**src/rtl/serial_sub_fsm.sv**
```systemverilog
// Bit-serial subtractor computing a - b - bin, one bit per clock, LSB first.
// A single full-subtractor cell is fed from operand shift registers; its
// borrow is carried between bits in a flop. start/busy/done handshake.
module serial_sub_fsm #(
    parameter int unsigned WIDTH = 8
) (
    input  logic             clk,
    input  logic             rst_n,
    input  logic             start,
    input  logic [WIDTH-1:0] a,
    input  logic [WIDTH-1:0] b,
    input  logic             bin,
    output logic [WIDTH-1:0] diff,
    output logic             borrow,
    output logic             busy,
    output logic             done
);

    localparam int unsigned CntW = (WIDTH > 1) ? $clog2(WIDTH) : 1;

    typedef enum logic [1:0] {
        StIdle,
        StRun,
        StDone
    } state_e;

    state_e            state_q, state_d;
    logic [WIDTH-1:0]  sa_q, sb_q;
    logic              br_q;
    logic [CntW-1:0]   cnt_q;
    logic [WIDTH-1:0]  diff_q;
    logic              borrow_q;

    logic              accept;
    logic              last_bit;
    logic              bit_d;
    logic              bit_bo;
    logic [WIDTH-1:0]  result;

    // Full-subtractor cell on the current LSBs plus the carried borrow
    always_comb begin
        bit_d    = sa_q[0] ^ sb_q[0] ^ br_q;
        bit_bo   = (~sa_q[0] & sb_q[0]) | (~sa_q[0] & br_q) | (sb_q[0] & br_q);
        accept   = (state_q == StIdle) && start;
        last_bit = (cnt_q == CntW'(WIDTH - 1));
    end

    // Result assembly: earlier bits sit in the partial-difference register
    if (WIDTH > 1) begin : g_multi
        logic [WIDTH-2:0] sd_q;

        // Partial difference shifts right, newest bit entering at the top
        always_ff @(posedge clk) begin
            if (!rst_n) begin
                sd_q <= '0;
            end else if (accept) begin
                sd_q <= '0;
            end else if (state_q == StRun) begin
                sd_q <= (sd_q >> 1) | ((WIDTH-1)'(bit_d) << (WIDTH - 2));
            end
        end

        assign result = {bit_d, sd_q};
    end else begin : g_single
        assign result = bit_d;
    end

    // State register
    always_ff @(posedge clk) begin
        if (!rst_n) begin
            state_q <= StIdle;
        end else begin
            state_q <= state_d;
        end
    end

    // Next-state logic; start is only honoured in idle
    always_comb begin
        state_d = state_q;
        unique case (state_q)
            StIdle: if (start) state_d = StRun;
            StRun:  if (last_bit) state_d = StDone;
            StDone: state_d = StIdle;
            default: state_d = StIdle;
        endcase
    end

    // Operand capture, per-bit shifting, borrow and bit counter
    always_ff @(posedge clk) begin
        if (!rst_n) begin
            sa_q  <= '0;
            sb_q  <= '0;
            br_q  <= 1'b0;
            cnt_q <= '0;
        end else if (accept) begin
            sa_q  <= a;
            sb_q  <= b;
            br_q  <= bin;
            cnt_q <= '0;
        end else if (state_q == StRun) begin
            sa_q  <= sa_q >> 1;
            sb_q  <= sb_q >> 1;
            br_q  <= bit_bo;
            cnt_q <= cnt_q + 1'b1;
        end
    end

    // Published result changes only on the final bit (or reset)
    always_ff @(posedge clk) begin
        if (!rst_n) begin
            diff_q   <= '0;
            borrow_q <= 1'b0;
        end else if (state_q == StRun && last_bit) begin
            diff_q   <= result;
            borrow_q <= bit_bo;
        end
    end

    // Output decode
    always_comb begin
        busy   = (state_q != StIdle);
        done   = (state_q == StDone);
        diff   = diff_q;
        borrow = borrow_q;
    end

endmodule

```
**config.mk**
```make
export PLATFORM = sky130hd
export DESIGN_NAME = serial_sub_fsm
export DESIGN_NICKNAME = d
export VERILOG_FILES = /design/src/rtl/serial_sub_fsm.sv
export SDC_FILE = /design/constraint.sdc
export NUM_CORES = 1
export LEC_CHECK = 0
export ABC_AREA = 0
export CELL_PAD_IN_SITES_DETAIL_PLACEMENT = 1
export CELL_PAD_IN_SITES_GLOBAL_PLACEMENT = 1
export CORE_MARGIN = 2
export CORE_UTILIZATION = 39
export DETAILED_ROUTE_END_ITERATION = 16
export GPL_TIMING_DRIVEN = 1
export PLACE_DENSITY_LB_ADDON = 0.12
export RECOVER_POWER = 25
export SLEW_MARGIN = 25
export SYNTH_ARGS = -nofsm -noshare
export SYNTH_HDL_FRONTEND = slang
export SYNTH_SLANG_ARGS = --single-unit
```
**constraint.sdc**
```tcl
create_clock -name clk -period 3.9 [get_ports clk]
set_input_delay 0.78 -clock clk [delete_from_list [all_inputs] [get_ports clk]]
set_output_delay 0.78 -clock clk [all_outputs]
set_load 0.02 [all_outputs]
```
==> impl_metrics.yaml <==
run_status:
  status: "completed"
global_routing:
  grt_max_degree: 34
  use_met1: 0.2375
  grt-ovfl-total: 0
  grt-busiest-layer: "met2"
  antenna_found_initial: 0
  grt_pass1_wl_um: 6706
  grt.met2_usage: 0.3478
  grt_pass1_vias: 1425
  use_met3: 0.06081
  grt_usage: 0.2015
detailed_routing:
  drtIter0Drc: 85
  route.detailed.drc: 0
  vias_per_cell: 5.297
  wl_um: 3843
  ant_nets: 0
  num_vias: 1393
  firstDrtPassIters: 4
  wire_per_inst_um: 14.61
yosys:
  dominantRegCellSynth: "dfxtp_1"
  synthesis.area_um2: 1549
  synth_edf_count: 0
  syn_area_per_cell_um2: 8.153
  syn_nets: 213
  synth_warnings: 0
  ys_types: 29
  yosysSeqAreaShare: 0.4911
  synth-seq-cells: 38
  synth-async-reset-ratio: 0
  syn_inst: 190
floorplan:
  die_h_um: 67.02
  io_pins: 31
  fp-row-count: 22
  chipWidth_um: 67.02
  core_um2: 3744
  start_util: 0.4138
  die-area_um2: 4492
sta:
  slew_violations: 0
  final.setup.tns_ps: 0
  hold_viol_final: 0
  period_minus_slack_ps: 2506
  tightest_slew_ps: 952.5
  max_freq_mhz: 399.0
  finalClockSkew_ps: 7.663
  finalCritPeriodShare: 0.6426
  grt_setup_unrepaired: "no"
  max_slew_margin: 0.3650
  setup_viol: 0
pwr:
  p_leak_nw: 0.7128
  peakVddDrop_v: 0.0002385
  p_per_area_nw_per_um2: 434.3
placement:
  place.gp.congestion: 0.8045
  placed_cell_area_um2: 1846
  dpl.hpwl_um: 2652
  placed_cells: 255
  portBuffers: 30
clocking:
  root_buffer: "clkbuf_8"
  clock-sinks: 38
  cts_buffer_depth: 2
  cts-htree-levels: 2
  clk_pin_slew_ps: 80
  clk_latency_ps: 300
  numCtsBuffers: 5
  holdBufCountCts: 0
  cts_resized: 0
  cts_setup_buffers: 0
  cts_tree: "built"
run:
  maxCapViolations: 0
final_layout:
  final_nets: 237
  area_delta_synth_final_pct: 26.17
  drive_gt1_frac: 0.06977
  finalNonFillerCells: 263
  final_area_um2: 1954
  antennaDiodeCount: 0
setup_path:
  reg2reg_depth: 3
  setup.worst_path.class: "register to output pin"
  critPathLaunch: "state_q[1]"
  cp.arrival_ps: 1730
  timing.rr.start: "state_q[1]"
  worstPathRequired_ps: 3120
  r2r-end: "sb_q[0]"
  rrSetupSlack_ps: 2090
  cp-end-kind: "output pin"
  critPathMaxFanout: 9
  cp-start-kind: "register"
  cp-endpoint: "done"
worst_hold_path:
  hold_class: "register to register"
[metal layers]
metal,vias to the layer above,part of all wire
met5,-,0
met4,0,0.012
met3,5,0.036
met2,25,0.51
met1,664,0.44
li1,699,-
[report_power, final]
| group | internal, W | switching [W] | total (W) |
|---|---|---|---|
| Combinational | 0.0000429 | 0.0000541 | 0.0000970 |
| Sequential | 0.000406 | 0.0000130 | 0.000419 |
| Clock | 0.000188 | 0.000144 | 0.000333 |
| Total | 0.000637 | 0.000211 | 0.000849 |
[worst min-delay path by stage]
stage / startpoint / end / cells after the start
after CTS: diff[3] / diff[3] / 2
final: diff[3] / diff[3] / 2
after floorplan: sb_q[6] / sb_q[5] / 2
after global routing: diff[0] / diff[0] / 2
after global placement: sb_q[6] / sb_q[6] / 2
after detailed placement: diff[3] / diff[3] / 2
[cells by family (layout without fill, tap and decap cells)]
logic type                 after synthesis  in the layout  share of synthesized area
DFF                                     38             38                     0.4911
adders and majority gates                3              3                    0.02908
and+or+nand+nor                         63             63                     0.1866
AOI/OAI and AO/OA                       67             67                     0.2302
xor gates and xnor gates                 1              1                   0.005655
buffers and inverters                   18             43                    0.05735
[through the flow]
step | power (W) | setup WS, ps | utilization | hold WS [ps]
detailed placement | 0.0005262 | 1385 | 0.4930 | 450.2
global placement | 0.0005208 | 1467 | 0.4930 | 441.5
finish | 0.0008489 | 1394 | 0.5221 | 455.6
CTS | 0.0008574 | 1390 | 0.5221 | 461.7
floorplan | 0.0004898 | 2261 | - | 430.4
global route | 0.0008931 | 1280 | 0.5221 | 486.3
[layout make-up]
class	count	area, um^2
well taps	48	60.06
fillers	450	1789
multi-input cells	134	701.9
flip-flops and latches	38	760.7
clock buffers	5	68.82
repair buffers	31	307.8
clock inverters	3	40.04
inverters	4	15.01
[flip-flops by register name, summed over array words and instances, names as in the netlist]
register	cells
g_multi.sd_q	7
diff	8
state_q	2
br_q	1
sb_q	8
borrow	1
sa_q	8
cnt_q	3
[worst max-delay path: stages (launching register included)]
cell and delay, ps:
dfxtp_1 510, inv_1 190, nor2_1 130, clkdlybuf4s50_1 610
[cells in the mapped netlist (3+ instances only)]
cell type | count | share of area
dfxtp_1 | 38 | 0.49
o221ai_1 | 3 | 0.017
clkbuf_1 | 3 | 0.0073
a21oi_1 | 46 | 0.15
nor2_1 | 4 | 0.0097
o21ai_1 | 7 | 0.023
nand2_1 | 39 | 0.095
buf_2 | 8 | 0.026
nand3_1 | 10 | 0.032
inv_1 | 4 | 0.0097
o21ai_0 | 7 | 0.023
[placed cells by master, fill, tap and decap left out, drive strengths merged, types with 2 or more instances in the layout]
cell            n
nand2b          2
a21oi          46
nand2          40
nand3          10
or3b            3
clkinv          2
clkbuf          5
o221ai          3
nor2            5
o21ai          14
inv             4
clkdlybuf4s50  21
dlygate4sd3     9
dfxtp          38
ha              2
Power figures use the tool's default switching activity.
